### src/rtl/el2_ifu_bht_upd_ctl_if.sv
`default_nettype none
// ============================================================================
// Module      : el2_ifu_bht_upd_ctl_if
// Description : EXU branch-history update and fetch-side BHT lookup bundle.
//               The master side (EXU/fetch) drives updates and lookups. The
//               slave side (BHT update control) returns lookup results.
// Revision    : 1.0  initial release
// ============================================================================
interface el2_ifu_bht_upd_ctl_if #(
  parameter int BHT_IDX_W = 8
);
  logic                 exu_bht_upd_valid;
  logic [BHT_IDX_W-1:0] exu_bht_upd_index;
  logic [1:0]           exu_bht_upd_hist;
  logic                 ifu_bht_rd_en;
  logic [BHT_IDX_W-1:0] ifu_bht_rd_index;
  logic                 bht_rd_valid;
  logic [1:0]           bht_rd_hist;

  modport master (
    output exu_bht_upd_valid, exu_bht_upd_index, exu_bht_upd_hist,
    output ifu_bht_rd_en, ifu_bht_rd_index,
    input  bht_rd_valid, bht_rd_hist
  );

  modport slave (
    input  exu_bht_upd_valid, exu_bht_upd_index, exu_bht_upd_hist,
    input  ifu_bht_rd_en, ifu_bht_rd_index,
    output bht_rd_valid, bht_rd_hist
  );
endinterface
`default_nettype wire

### src/rtl/el2_ifu_bht_upd_ctl.sv
`default_nettype none
// ============================================================================
// Module      : el2_ifu_bht_upd_ctl
// Description : Branch history table write-back control. Resolved-branch
//               history updates are coalesced in a small queue. The queue is
//               drained into a single-port 2-bit BHT array. Fetch lookups are
//               served with bypass from the queue and the incoming update.
// Revision    : 1.0  initial release
// ============================================================================
module el2_ifu_bht_upd_ctl #(
  parameter int BHT_IDX_W = 8,
  parameter int QDEPTH    = 4
) (
  input  wire logic              clk,
  input  wire logic              rst_l,
  input  wire logic              scan_mode,
  el2_ifu_bht_upd_ctl_if.slave   bus,
  output logic                   bht_init_done,
  output logic                   bht_q_full,
  output logic [15:0]            bht_upd_drop_cnt
);

  localparam int PTR_W   = (QDEPTH > 1) ? $clog2(QDEPTH) : 1;
  localparam int CNT_W   = PTR_W + 1;
  localparam int ENTRIES = 1 << BHT_IDX_W;

  localparam logic [BHT_IDX_W-1:0] LAST_IDX = '1;
  localparam logic [CNT_W-1:0]     CNT_FULL = CNT_W'(QDEPTH);
  localparam logic [CNT_W-1:0]     CNT_ONE  = CNT_W'(1);
  localparam logic [PTR_W-1:0]     PTR_ONE  = PTR_W'(1);
  localparam logic [BHT_IDX_W-1:0] IDX_ONE  = BHT_IDX_W'(1);

  typedef enum logic [0:0] {
    ST_INIT = 1'b0,
    ST_RUN  = 1'b1
  } state_t;

  state_t               state;
  logic [BHT_IDX_W-1:0] init_cnt;

  // BHT storage and update queue payload (not reset: INIT rewrites the
  // array, and queue payload is qualified by q_vld)
  logic [1:0]           bht_arr [ENTRIES];
  logic [BHT_IDX_W-1:0] q_idx   [QDEPTH];
  logic [1:0]           q_hist  [QDEPTH];
  logic [QDEPTH-1:0]    q_vld;
  logic [PTR_W-1:0]     q_head;
  logic [PTR_W-1:0]     q_tail;
  logic [CNT_W-1:0]     q_count;
  logic [CNT_W-1:0]     q_count_nxt;

  logic                 upd_hit;
  logic [PTR_W-1:0]     upd_hit_slot;
  logic                 rd_hit;
  logic [PTR_W-1:0]     rd_hit_slot;
  logic                 run;
  logic                 drain;
  logic                 coalesce;
  logic                 push;
  logic                 drop;
  logic                 rd_go;
  logic [1:0]           drain_hist;
  logic [1:0]           rd_hist_nxt;
  logic                 arr_we;
  logic [BHT_IDX_W-1:0] arr_wa;
  logic [1:0]           arr_wd;

  // scan_mode only affects clock gating, which this block does not use
  logic unused_scan_mode;
  assign unused_scan_mode = scan_mode;

  // Associative search of the queue for the update index and the lookup index
  always_comb begin
    upd_hit      = 1'b0;
    upd_hit_slot = '0;
    rd_hit       = 1'b0;
    rd_hit_slot  = '0;
    for (int i = 0; i < QDEPTH; i++) begin
      if (q_vld[i] && (q_idx[i] == bus.exu_bht_upd_index)) begin
        upd_hit      = 1'b1;
        upd_hit_slot = PTR_W'(i);
      end
      if (q_vld[i] && (q_idx[i] == bus.ifu_bht_rd_index)) begin
        rd_hit      = 1'b1;
        rd_hit_slot = PTR_W'(i);
      end
    end
  end

  // Queue control: drain when the read port is free, or forced when full
  assign run      = (state == ST_RUN);
  assign drain    = run && (q_count != '0) && (!bus.ifu_bht_rd_en || bht_q_full);
  assign coalesce = bus.exu_bht_upd_valid && upd_hit;
  assign push     = bus.exu_bht_upd_valid && !upd_hit && (!bht_q_full || drain);
  assign drop     = bus.exu_bht_upd_valid && !upd_hit && bht_q_full && !drain;
  assign rd_go    = run && bus.ifu_bht_rd_en && !drain;

  // A coalesce onto the draining head must reach the array
  assign drain_hist = (coalesce && (upd_hit_slot == q_head)) ? bus.exu_bht_upd_hist
                                                             : q_hist[q_head];

  // Next queue occupancy
  always_comb begin
    q_count_nxt = q_count;
    if (push && !drain) begin
      q_count_nxt = q_count + CNT_ONE;
    end else if (!push && drain) begin
      q_count_nxt = q_count - CNT_ONE;
    end
  end

  // Lookup result priority: this cycle's accepted update, then queue, then array
  always_comb begin
    rd_hist_nxt = bht_arr[bus.ifu_bht_rd_index];
    if (bus.exu_bht_upd_valid && !drop &&
        (bus.exu_bht_upd_index == bus.ifu_bht_rd_index)) begin
      rd_hist_nxt = bus.exu_bht_upd_hist;
    end else if (rd_hit && !(drain && (rd_hit_slot == q_head))) begin
      rd_hist_nxt = q_hist[rd_hit_slot];
    end
  end

  // Single array write port shared between initialisation and queue drain
  always_comb begin
    arr_we = 1'b0;
    arr_wa = '0;
    arr_wd = 2'b00;
    if (state == ST_INIT) begin
      arr_we = 1'b1;
      arr_wa = init_cnt;
      arr_wd = 2'b00;
    end else if (drain) begin
      arr_we = 1'b1;
      arr_wa = q_idx[q_head];
      arr_wd = drain_hist;
    end
  end

  // BHT array write
  always_ff @(posedge clk) begin
    if (arr_we) begin
      bht_arr[arr_wa] <= arr_wd;
    end
  end

  // Queue payload: coalesce overwrite or new tail entry
  always_ff @(posedge clk) begin
    if (coalesce) begin
      q_hist[upd_hit_slot] <= bus.exu_bht_upd_hist;
    end
    if (push) begin
      q_idx[q_tail]  <= bus.exu_bht_upd_index;
      q_hist[q_tail] <= bus.exu_bht_upd_hist;
    end
  end

  // Queue pointers, valid bits, occupancy and full flag
  always_ff @(posedge clk) begin
    if (!rst_l) begin
      q_head     <= '0;
      q_tail     <= '0;
      q_count    <= '0;
      q_vld      <= '0;
      bht_q_full <= 1'b0;
    end else begin
      // clear before set: when full with a drain, tail and head share a slot
      if (drain) begin
        q_vld[q_head] <= 1'b0;
        q_head        <= q_head + PTR_ONE;
      end
      if (push) begin
        q_vld[q_tail] <= 1'b1;
        q_tail        <= q_tail + PTR_ONE;
      end
      q_count    <= q_count_nxt;
      bht_q_full <= (q_count_nxt == CNT_FULL);
    end
  end

  // Saturating dropped-update counter
  always_ff @(posedge clk) begin
    if (!rst_l) begin
      bht_upd_drop_cnt <= 16'h0000;
    end else if (drop && (bht_upd_drop_cnt != 16'hFFFF)) begin
      bht_upd_drop_cnt <= bht_upd_drop_cnt + 16'd1;
    end
  end

  // Lookup response register; history holds when no lookup completes
  always_ff @(posedge clk) begin
    if (!rst_l) begin
      bus.bht_rd_valid <= 1'b0;
      bus.bht_rd_hist  <= 2'b00;
    end else begin
      bus.bht_rd_valid <= rd_go;
      if (rd_go) begin
        bus.bht_rd_hist <= rd_hist_nxt;
      end
    end
  end

  // Initialisation FSM: sweep the array once, then stay in RUN until reset
  always_ff @(posedge clk) begin
    if (!rst_l) begin
      state         <= ST_INIT;
      init_cnt      <= '0;
      bht_init_done <= 1'b0;
    end else begin
      case (state)
        ST_INIT: begin
          if (init_cnt == LAST_IDX) begin
            state         <= ST_RUN;
            bht_init_done <= 1'b1;
          end else begin
            init_cnt <= init_cnt + IDX_ONE;
          end
        end
        ST_RUN: begin
          state         <= ST_RUN;
          bht_init_done <= 1'b1;
        end
        default: begin
          state    <= ST_INIT;
          init_cnt <= '0;
        end
      endcase
    end
  end

endmodule
`default_nettype wire

### src/flat_wrapper.sv
// flat-port wrapper written by rule: the top's interface ports become plain ports
module el2_ifu_bht_upd_ctl_flat 
#(
  parameter int BHT_IDX_W = 8,
  parameter int QDEPTH    = 4
)
  (clk, rst_l, scan_mode, bht_init_done, bht_q_full, bht_upd_drop_cnt, bus_exu_bht_upd_valid, bus_exu_bht_upd_index, bus_exu_bht_upd_hist, bus_ifu_bht_rd_en, bus_ifu_bht_rd_index, bus_bht_rd_valid, bus_bht_rd_hist);
  el2_ifu_bht_upd_ctl_if #(.BHT_IDX_W(BHT_IDX_W)) bus_i ();
  input  wire logic clk;
  input  wire logic rst_l;
  input  wire logic scan_mode;
  output logic bht_init_done;
  output logic bht_q_full;
  output logic [15:0] bht_upd_drop_cnt;
  input wire logic [$bits(bus_i.exu_bht_upd_valid)-1:0] bus_exu_bht_upd_valid;
  input wire logic [$bits(bus_i.exu_bht_upd_index)-1:0] bus_exu_bht_upd_index;
  input wire logic [$bits(bus_i.exu_bht_upd_hist)-1:0] bus_exu_bht_upd_hist;
  input wire logic [$bits(bus_i.ifu_bht_rd_en)-1:0] bus_ifu_bht_rd_en;
  input wire logic [$bits(bus_i.ifu_bht_rd_index)-1:0] bus_ifu_bht_rd_index;
  output wire logic [$bits(bus_i.bht_rd_valid)-1:0] bus_bht_rd_valid;
  output wire logic [$bits(bus_i.bht_rd_hist)-1:0] bus_bht_rd_hist;
  assign bus_i.exu_bht_upd_valid = bus_exu_bht_upd_valid;
  assign bus_i.exu_bht_upd_index = bus_exu_bht_upd_index;
  assign bus_i.exu_bht_upd_hist = bus_exu_bht_upd_hist;
  assign bus_i.ifu_bht_rd_en = bus_ifu_bht_rd_en;
  assign bus_i.ifu_bht_rd_index = bus_ifu_bht_rd_index;
  assign bus_bht_rd_valid = bus_i.bht_rd_valid;
  assign bus_bht_rd_hist = bus_i.bht_rd_hist;
  el2_ifu_bht_upd_ctl #(.BHT_IDX_W(BHT_IDX_W), .QDEPTH(QDEPTH)) u_core (.clk(clk), .rst_l(rst_l), .scan_mode(scan_mode), .bus(bus_i), .bht_init_done(bht_init_done), .bht_q_full(bht_q_full), .bht_upd_drop_cnt(bht_upd_drop_cnt));
endmodule
### config.mk
export PLATFORM = sky130hd
export DESIGN_NAME = el2_ifu_bht_upd_ctl_flat
export DESIGN_NICKNAME = d
export VERILOG_FILES = /design/src/rtl/el2_ifu_bht_upd_ctl_if.sv /design/src/rtl/el2_ifu_bht_upd_ctl.sv /design/src/flat_wrapper.sv
export SDC_FILE = /design/constraint.sdc
export NUM_CORES = 1
export LEC_CHECK = 0
export CORE_MARGIN = 2
export CORE_UTILIZATION = 45
export DETAILED_ROUTE_END_ITERATION = 10
export DONT_BUFFER_PORTS = 1
export PLACE_DENSITY_LB_ADDON = 0.15
export SETUP_SLACK_MARGIN = 0.15
export SLEW_MARGIN = 20
export SYNTH_ARGS = -nofsm -noshare
export SYNTH_HDL_FRONTEND = slang
export SYNTH_SLANG_ARGS = --single-unit
### constraint.sdc
create_clock -name clk -period 15.2 [get_ports clk]
set_clock_uncertainty 0.1 [all_clocks]
set_input_delay 3.04 -clock clk [delete_from_list [all_inputs] [get_ports clk]]
set_output_delay 3.04 -clock clk [all_outputs]
set_load 0.01 [all_outputs]
==> results.sh, run 1 <==
export IMPL_endpoint_kind="flip-flop"
export IMPL_wl_per_cell_um=25.85
export IMPL_antenna_found_initial=0
export IMPL_crit_chain="xor2_1 -> nor4_1 -> nand4_1 -> nor2b_2 -> xnor2_1 -> or3_1 -> mux2i_1 -> nor2_4 -> buf_6 -> buf_6"
export IMPL_cp_required_ps=15370
export IMPL_yosys_area_top_type="edfxtp_1"
export IMPL_setup_violations=0
export IMPL_drtAntennaViolNets=0
export IMPL_setup_tns_ps=0
export IMPL_grt_usage_pct=21.94
export IMPL_clk_pin_slew_ps=60
export IMPL_powerDensity_nw_per_um2=120.0
export IMPL_worst_slack_ps=8271
export IMPL_synth_warnings=0
export IMPL_ir_drop_mv=0.07095
export IMPL_ys_flop_type="edfxtp_1"
export IMPL_wl_mm=64.67
export IMPL_clk_path_buf_depth=3
export IMPL_critPathMaxStageDelay_ps=710
export IMPL_syn_instance_count=1703
export IMPL_firstDrtPassIters=5
export IMPL_die_w_um=245.1
export IMPL_rr_worst_depth=10
export IMPL_yosysUniqueCellTypes=71
export IMPL_synthesis_area_um2=26160
export IMPL_placed_cells=2385
export IMPL_cts_resized_gates=0
export IMPL_start_util_pct=45.42
export IMPL_drive_gt1_share_pct=15.21
export IMPL_crit_top_cell="buf_6"
export IMPL_path_max_fanout=120
export IMPL_tritoncts="done"
export IMPL_areaGrowthSynthToFinish_pct=9.906
export IMPL_die_area_um2=60070
export IMPL_dp_hpwl_mm=36.94
export IMPL_p_leak_nw=9.854
export IMPL_postCtsHoldBufs=0
export IMPL_drv_cap=0
export IMPL_async_flop_share_pct=0
export IMPL_final_cell_mix="edfxtp_1 (552), nor2_1 (331), mux4_2 (121), nand2_1 (96), xnor2_1 (75)"
export IMPL_rsz0062_at_grt="no"
export IMPL_seq_area_frac_synth_pct=66.66
export IMPL_postCtsSetupRepairBufs=0
export IMPL_grt_overflow_total=0
export IMPL_cts_made_buffers=66
export IMPL_period_share_pct=45.58
export IMPL_max_slew_worst_pin_slew_ps=1088
export IMPL_fin_nets=1724
export IMPL_slowest_stage="buf_6"
export IMPL_via_per_inst=5.819
export IMPL_power_internal_mw=2.733
export IMPL_wl_met3_mm=4.049
export IMPL_wl_met1_mm=27.22
export IMPL_drcViolationCount=0
export IMPL_worstHoldEndpoint="u_core.init_cnt[4]"
export IMPL_grt_pass1_wl_mm=96.19
export IMPL_drv_slew=0
export IMPL_grt_max_degree=257
export IMPL_swShare_pct=20.79
export IMPL_seqPwrFrac_pct=51.7
export IMPL_drt_initial_drc_count=1332
export IMPL_switchingPower_mw=0.7176
export IMPL_die_h_um=245.1
export IMPL_fin_crit_ps=6929
export IMPL_synth_area_leaders="edfxtp_1 (63%), mux4_2 (10%), nor2_1 (4.8%)"
export IMPL_port_buffers=0
export IMPL_final_common_cell="edfxtp_1"
export IMPL_startpoint_type="primary input"
export IMPL_p_clk_share_pct=44.9
export IMPL_hold_viol=0
export IMPL_stdcell_count=2502
export IMPL_worstSetupPathType="in -> reg"
export IMPL_row_count=88
export IMPL_reg2reg_slack_ps=10240
export IMPL_yosysTopAreaCellShare_pct=63.37
export IMPL_syn_avg_cell_area_um2=15.36
export IMPL_grt_pass1_vias=15094
export IMPL_cts_sinks=595
export IMPL_cp_arrival_ps=7100
export IMPL_run_status="completed"
export IMPL_r2r_end="u_core.bht_arr[210][1]"
export IMPL_min_delay_path_class="reg -> reg"
export IMPL_preCtsSetupSlack_ps=7073
export IMPL_p_total_mw=3.451
export IMPL_combPwrFrac_pct=3.4
export IMPL_routabilityCongestion=0.8110
export IMPL_fmax_mhz=144.3
export IMPL_wl_met2_mm=31.46
export IMPL_clk_latency_ps=600
export IMPL_core_area_um2=57590
export IMPL_htree_num_levels=3
export IMPL_hp_start="u_core.init_cnt[4]"
export IMPL_max_slew_margin_pct=27.46
export IMPL_io_pins=44
export IMPL_syn_nets=1739
export IMPL_cts_root_buf="clkbuf_16"
export IMPL_whs_path_depth=2
export IMPL_vias=14559
export IMPL_holdWs_ps=414.1
export IMPL_synth_edf_count=552
export IMPL_worstReg2RegStart="u_core.q_idx[2][3]"
export IMPL_fill_cells=4840
export IMPL_ys_seq_elements=595
export IMPL_top_layer_used="met4"
-- cells by family after synthesis --
| family | count (synthesis) | synth area share (%) |
|---|---|---|
| flip-flops | 595 | 66.66 |
| AND/OR/NAND/NOR | 567 | 9.734 |
| multiplexers | 171 | 13.39 |
| AO/OA/AOI/OAI | 132 | 3.377 |
| buffers and inverters | 128 | 2.899 |
| XOR/XNOR | 97 | 3.320 |
| adder cells (fa/ha/maj) | 13 | 0.6218 |
-- worst max-delay path by stage --
stage,from,end,slack [ps],cells after the start
after floorplan,bus_exu_bht_upd_index[3],u_core.bht_arr[0][0],3090,9
after global placement,bus_exu_bht_upd_index[3],u_core.bht_arr[226][1],7100,10
after detailed placement,bus_exu_bht_upd_index[3],u_core.bht_arr[224][1],7070,10
after CTS,bus_exu_bht_upd_index[3],u_core.bht_arr[247][1],7710,10
after global routing,bus_exu_bht_upd_index[3],u_core.bht_arr[86][1],8040,10
final,bus_exu_bht_upd_index[3],u_core.bht_arr[210][1],8270,10
-- routing by layer --
metal | global-route usage [%] | vias up
li1 | - | 6467
met1 | 29.29 | 7500
met2 | 36.03 | 484
met3 | 4.527 | 108
met4 | 7.192 | 0
met5 | 0 | -
-- cell type report --
cell class                 instances  area [um^2]  area share (%)
clock buffer                      81         1782           6.198
sequential                       595        17440           60.65
inverter                          23        86.33          0.3003
multi-input combinational        980         7980           27.76
clock inverter                    35        319.1           1.110
timing repair buffer              22        185.2          0.6441
tap                              765        957.2           3.329
antenna                            1        2.502        0.008704
-- through the flow --
step	instance area (um^2)	util (%)
final	28750	49.92
after global routing	28750	49.92
after CTS	28740	49.91
after detailed placement	26640	46.26
after global placement	26640	46.26
after floorplan	26160	-
-- synthesized netlist by cell type (9+ instances only) --
master / number
clkbuf_1: 20
xor2_1: 21
dfxtp_1: 43
a22oi_1: 15
inv_1: 22
buf_6: 9
mux2i_1: 33
nor3_1: 18
nand4_1: 24
buf_2: 50
mux4_2: 121
nand2_1: 97
xnor2_1: 75
nand3_1: 27
buf_4: 16
nor2b_1: 12
o21ai_0: 27
a21oi_1: 31
ha_1: 13
edfxtp_1: 552
mux4_1: 17
nor2_1: 333
-- worst max-delay path, delay by kind of cell --
family	cells	cell delay [ps]
XOR/XNOR	2	310
buffers and inverters	2	1380
multiplexers	1	180
AND/OR/NAND/NOR	5	2000
-- flip-flops by register name (all words and copies together), names as in the netlist, named ones only --
name / cells
u_core.q_tail: 2
u_core.bus.bht_rd_hist: 2
u_core.bht_init_done: 1
u_core.bus.bht_rd_valid: 1
u_core.bht_upd_drop_cnt: 16
u_core.q_hist: 8
u_core.bht_q_full: 1
u_core.q_idx: 32
u_core.q_count: 3
u_core.run: 1
u_core.q_head: 2
u_core.init_cnt: 8
u_core.q_vld: 4
u_core.bht_arr: 512
-- power groups by stage --
stage	Combinational [mW]	Sequential [mW]	Clock (mW)
after floorplan	0.113	1.81	0
after global placement	0.117	1.82	0
after detailed placement	0.117	1.82	0
after CTS	0.118	1.78	1.58
after global routing	0.125	1.78	1.65
final	0.117	1.78	1.55
Power figures use the tool's default switching activity.
==> run 2, diff against run 1 <==
==> constraint.sdc (replaced) <==
create_clock -name clk -period 6.6 [get_ports clk]
set_clock_uncertainty 0.1 [all_clocks]
set_input_delay 1.32 -clock clk [delete_from_list [all_inputs] [get_ports clk]]
set_output_delay 1.32 -clock clk [all_outputs]
set_load 0.01 [all_outputs]
==> run 2 against run 1 <==
Compared with the run above: cell count is 0.12% higher; core utilization up 0.17 points; clock power grew 140%; critical path depth unchanged; via count is 1.0% higher; die area stayed put; sequential cell count unchanged; critical path type is now reg -> reg; largest cell class unchanged.
==> results.sh, run 2 (synthesis results as in run 1) <==
export IMPL_path_max_fanout=17
export IMPL_cts_sinks=595
export IMPL_rsz0062_at_grt="no"
export IMPL_startpoint_type="flip-flop"
export IMPL_crit_chain="inv_1 -> ha_1 -> ha_1 -> nor2b_1 -> and2_1 -> nand2_1 -> o21a_1 -> nor2_1 -> nand2_1 -> nor2_1"
export IMPL_fin_crit_ps=4154
export IMPL_grt_overflow_total=0
export IMPL_final_common_cell="edfxtp_1"
export IMPL_critPathMaxStageDelay_ps=620
export IMPL_whs_path_depth=2
export IMPL_cts_resized_gates=0
export IMPL_worstHoldEndpoint="u_core.init_cnt[4]"
export IMPL_final_cell_mix="edfxtp_1 (552), nor2_1 (331), mux4_2 (121), nand2_1 (96), xnor2_1 (75)"
export IMPL_fmax_mhz=240.7
export IMPL_max_slew_margin_pct=20.77
export IMPL_die_h_um=245.1
export IMPL_htree_num_levels=3
export IMPL_cts_made_buffers=67
export IMPL_die_w_um=245.1
export IMPL_drcViolationCount=0
export IMPL_grt_pass1_wl_mm=97.04
export IMPL_wl_met1_mm=26.95
export IMPL_start_util_pct=45.42
export IMPL_fin_nets=1727
export IMPL_drive_gt1_share_pct=15.17
export IMPL_stdcell_count=2505
export IMPL_endpoint_kind="flip-flop"
export IMPL_worst_slack_ps=2446
export IMPL_row_count=88
export IMPL_drv_slew=0
export IMPL_run_status="completed"
export IMPL_io_pins=44
export IMPL_placed_cells=2387
export IMPL_crit_cells=10
export IMPL_firstDrtPassIters=7
export IMPL_wl_met2_mm=31.78
export IMPL_grt_pass1_vias=15062
export IMPL_antenna_found_initial=0
export IMPL_worstSetupPathType="reg -> reg"
export IMPL_reg2reg_slack_ps=2450
export IMPL_areaGrowthSynthToFinish_pct=10.28
export IMPL_rr_worst_depth=10
export IMPL_ir_drop_mv=0.1793
export IMPL_via_per_inst=5.872
export IMPL_critPathBufInv=1
export IMPL_clk_path_buf_depth=3
export IMPL_cts_root_buf="clkbuf_16"
export IMPL_drtAntennaViolNets=0
export IMPL_reg_largest_list="u_core.bht_arr (512), u_core.q_idx (32), u_core.bht_upd_drop_cnt (16)"
export IMPL_hold_viol=0
export IMPL_largest_register_ff_count=512
export IMPL_setup_violations=0
export IMPL_grt_usage_pct=22.01
export IMPL_top_layer_used="met4"
export IMPL_r2r_end="u_core.bht_arr[252][1]"
export IMPL_postCtsSetupRepairBufs=0
export IMPL_preCtsSetupSlack_ps=1982
export IMPL_min_delay_path_class="reg -> reg"
export IMPL_hp_start="u_core.init_cnt[4]"
export IMPL_core_area_um2=57590
export IMPL_clk_pin_slew_ps=50
export IMPL_port_buffers=0
export IMPL_critical_path_top_delay_family="simple AND/OR/NAND/NOR gates"
export IMPL_cp_required_ps=6750
export IMPL_grt_max_degree=221
export IMPL_slowest_stage="and2_1"
export IMPL_wl_met3_mm=4.073
export IMPL_clk_latency_ps=600
export IMPL_regMostFlops="u_core.bht_arr"
export IMPL_die_area_um2=60070
export IMPL_dp_hpwl_mm=37.94
export IMPL_vias=14710
export IMPL_drv_cap=0
export IMPL_routabilityCongestion=0.8155
export IMPL_postCtsHoldBufs=0
export IMPL_tritoncts="done"
export IMPL_period_share_pct=62.95
export IMPL_cp_arrival_ps=4300
export IMPL_max_slew_worst_pin_slew_ps=1186
export IMPL_holdWs_ps=399.9
export IMPL_wl_mm=64.97
export IMPL_drt_initial_drc_count=1218
export IMPL_diodes=0
export IMPL_worstReg2RegStart="u_core.q_count[0]"
export IMPL_powerDensity_nw_per_um2=279.7
export IMPL_p_leak_nw=9.900
export IMPL_wl_per_cell_um=25.94
export IMPL_setup_tns_ps=0
==> run 2: worst min-delay path, delay by kind of cell (launching register included) <==
kind | cells | cell delay, ps
AO/OA/AOI/OAI | 2 | 130
flip-flops | 1 | 320
==> run 2: cell type report <==
| class | instances | area [um^2] |
|---|---|---|
| flip-flops and latches | 595 | 17440 |
| well taps | 765 | 957.2 |
| multi-input cells | 980 | 7980 |
| clock inverters | 37 | 384.1 |
| repair buffers | 24 | 230.2 |
| clock buffers | 81 | 1772 |
| fillers | 4765 | 28740 |
| inverters | 23 | 86.33 |
==> run 2: metrics by stage <==
stage	area, um^2	utilization [%]	power (mW)
2_1_floorplan	26160	-	4.439
3_3_place_gp	26690	46.35	4.454
3_5_place_dp	26690	46.35	4.455
4_1_cts	28850	50.09	8.146
5_1_grt	28850	50.09	8.306
6_report	28850	50.09	8.068
==> run 2: report_power, final <==
group	total, mW	internal [mW]	switching (mW)
Clock	3.69	2.22	1.47
Combinational	0.269	0.125	0.144
Sequential	4.11	4.09	0.0197
Total	8.07	6.43	1.63
==> run 2: layer usage <==
layer / vias to the layer above / track usage [%]
met2: 485 / 35.98
met5: - / 0
met3: 135 / 4.330
met4: 0 / 7.963
li1: 6466 / -
met1: 7624 / 29.37
==> run 2: worst max-delay path by stage <==
stage	end	start	slack, ps
final	u_core.bht_arr[252][1]	u_core.q_count[0]	2450
after global routing	u_core.bht_arr[107][0]	u_core.q_count[0]	2140
after CTS	u_core.bht_arr[107][0]	u_core.q_count[0]	2430
after detailed placement	u_core.bht_arr[121][0]	bus_exu_bht_upd_index[3]	1980
after global placement	u_core.bht_arr[4][0]	bus_exu_bht_upd_index[3]	1960
after floorplan	u_core.bht_arr[0][0]	bus_exu_bht_upd_index[3]	-1010
==> run 3, diff against run 2 <==
==> constraint.sdc (replaced) <==
create_clock -name clk -period 4 [get_ports clk]
set_clock_uncertainty 0.1 [all_clocks]
set_input_delay 0.8 -clock clk [delete_from_list [all_inputs] [get_ports clk]]
set_output_delay 0.8 -clock clk [all_outputs]
set_load 0.01 [all_outputs]
==> run 3 against run 2 <==
Compared with the run above: global-route usage about the same; wire length hardly changed; clock power up 55%; combinational power is 70% higher.
==> results.sh, run 3 (synthesis results as in run 1) <==
export IMPL_use_met3_pct=5.040
export IMPL_gr_max_usage_layer="met2"
export IMPL_hold_viol=0
export IMPL_port_buffers=0
export IMPL_ir_drop_mv=0.3277
export IMPL_via_per_inst=5.805
export IMPL_drv_cap=0
export IMPL_reg_largest_list="u_core.bht_arr (512), u_core.q_idx (32), u_core.bht_upd_drop_cnt (16)"
export IMPL_diodes=0
export IMPL_fmax_mhz=283.7
export IMPL_drv_slew=0
export IMPL_worstSetupPathType="reg -> reg"
export IMPL_htree_num_levels=3
export IMPL_cp_arrival_ps=3800
export IMPL_grt_usage_pct=22.00
export IMPL_grtUsageMet2_pct=36.10
export IMPL_wl_mm=65.00
export IMPL_period_share_pct=88.11
export IMPL_dpl_cell_area_um2=27040
export IMPL_postCtsSetupRepairBufs=0
export IMPL_cts_made_buffers=67
export IMPL_switchingPower_mw=2.697
export IMPL_grt_max_degree=137
export IMPL_min_delay_path_class="in -> reg"
export IMPL_cts_root_buf="clkbuf_16"
export IMPL_crit_chain="xor2_1 -> nor4_1 -> nand4_1 -> a21oi_2 -> xnor2_1 -> or3_4 -> mux2i_2 -> nor2_4 -> buf_4"
export IMPL_path_max_fanout=36
export IMPL_areaGrowthSynthToFinish_pct=10.98
export IMPL_grt_pass1_wl_mm=97.08
export IMPL_powerDensity_nw_per_um2=445.6
export IMPL_drive_gt1_share_pct=16.74
export IMPL_critPathMaxStageDelay_ps=470
export IMPL_final_common_cell="edfxtp_1"
export IMPL_clk_pin_slew_ps=60
export IMPL_rsz0062_at_grt="no"
export IMPL_preCtsSetupSlack_ps=219.6
export IMPL_combPwrFrac_pct=3.5
export IMPL_core_area_um2=57590
export IMPL_clk_latency_ps=600
export IMPL_reg2reg_slack_ps=480
export IMPL_use_met1_pct=28.88
export IMPL_fin_crit_ps=3524
export IMPL_endpoint_kind="flip-flop"
export IMPL_row_count=88
export IMPL_slowest_stage="edfxtp_1"
export IMPL_grt_pass1_vias=15215
export IMPL_tritoncts="done"
export IMPL_p_leak_nw=10.02
export IMPL_cts_sinks=595
export IMPL_startpoint_type="flip-flop"
export IMPL_cp_required_ps=4270
export IMPL_vias=14739
export IMPL_run_status="completed"
export IMPL_routabilityCongestion=0.8520
export IMPL_die_w_um=245.1
export IMPL_max_slew_margin_pct=39.22
export IMPL_cts_resized_gates=0
export IMPL_dp_hpwl_mm=38.64
export IMPL_swShare_pct=20.84
export IMPL_firstDrtPassIters=5
export IMPL_setup_violations=0
export IMPL_rr_worst_depth=9
export IMPL_wl_per_cell_um=25.60
export IMPL_grt_overflow_total=0
export IMPL_max_slew_worst_pin_slew_ps=904.7
export IMPL_postCtsHoldBufs=0
export IMPL_final_cell_mix="edfxtp_1 (552), nor2_1 (331), mux4_2 (121), nand2_1 (97), xnor2_1 (75)"
export IMPL_die_h_um=245.1
export IMPL_clk_path_buf_depth=3
export IMPL_io_pins=44
export IMPL_stdcell_area_um2=29030
export IMPL_antenna_found_initial=1
export IMPL_drt_initial_drc_count=1312
export IMPL_largest_register_ff_count=512
export IMPL_p_clk_share_pct=44.1
export IMPL_power_internal_mw=10.24
export IMPL_whs_path_depth=0
export IMPL_regMostFlops="u_core.bht_arr"
export IMPL_worst_slack_ps=475.5
export IMPL_seqPwrFrac_pct=52.4
export IMPL_fin_nets=1766
export IMPL_die_area_um2=60070
export IMPL_drcViolationCount=0
export IMPL_drtAntennaViolNets=0
export IMPL_start_util_pct=45.42
## run 3: cell count changes in the layout (fill, tap and decap cells not counted), sizes merged
cell | previous run | this run
clkinvlp | 2 | 1
inv | 25 | 27
buf | 24 | 63
clkinv | 25 | 21
bufinv | 8 | 2
clkbuf | 81 | 85
## run 3: critical path, delay by kind of cell, from the launching register on
kind | cells | cell delay, ps
buffers and inverters | 1 | 410
XOR/XNOR | 2 | 290
AND/OR/NAND/NOR | 4 | 1530
flip-flops | 1 | 470
AO/OA/AOI/OAI | 1 | 290
multiplexers | 1 | 190
## run 3: final cells by class
type | instances | area (um^2)
clock buffer | 85 | 1787
clock inverter | 28 | 206.4
fill | 4837 | 28550
inverter | 23 | 86.33
multi-input combinational | 980 | 7996
sequential | 595 | 17440
tap | 765 | 957.2
timing repair buffer | 63 | 560.5
## run 3: power by group through the flow
stage / Combinational, mW / Clock, mW / Sequential (mW)
2_1_floorplan: 0.433 / 0 / 6.89
5_1_grt: 0.487 / 6.04 / 6.78
4_1_cts: 0.455 / 5.81 / 6.77
6_report: 0.456 / 5.71 / 6.78
3_5_place_dp: 0.452 / 0 / 6.90
3_3_place_gp: 0.453 / 0 / 6.90
## run 3: routing by layer
layer | vias up | routed length (um)
met5 | - | 18
met4 | 2 | 1775
met3 | 112 | 4678
met2 | 489 | 31660
met1 | 7587 | 26870
li1 | 6549 | -
## run 3: path summary, 6_finish.rpt
kind	startpoint	to
max	u_core.q_idx[2][0]	u_core.bht_arr[227][0]
min	bus_exu_bht_upd_index[6]	u_core.q_idx[1][6]
max reg2reg	u_core.q_idx[2][0]	u_core.bht_arr[227][0]
min reg2reg	u_core.init_cnt[4]	u_core.init_cnt[4]
## run 3: per-stage QoR
step                cells  hold slack, ps  TNS, ps  util [%]  total power [mW]
finish               2539           187.5        0     50.41             12.94
floorplan            1703           362.2  -580920         -             7.326
CTS                  2539           160.2        0     50.41             13.04
detailed placement   2426           409.7        0     46.95             7.356
global route         2539           168.3        0     50.41             13.31
global placement     2426           377.6        0     46.95             7.357
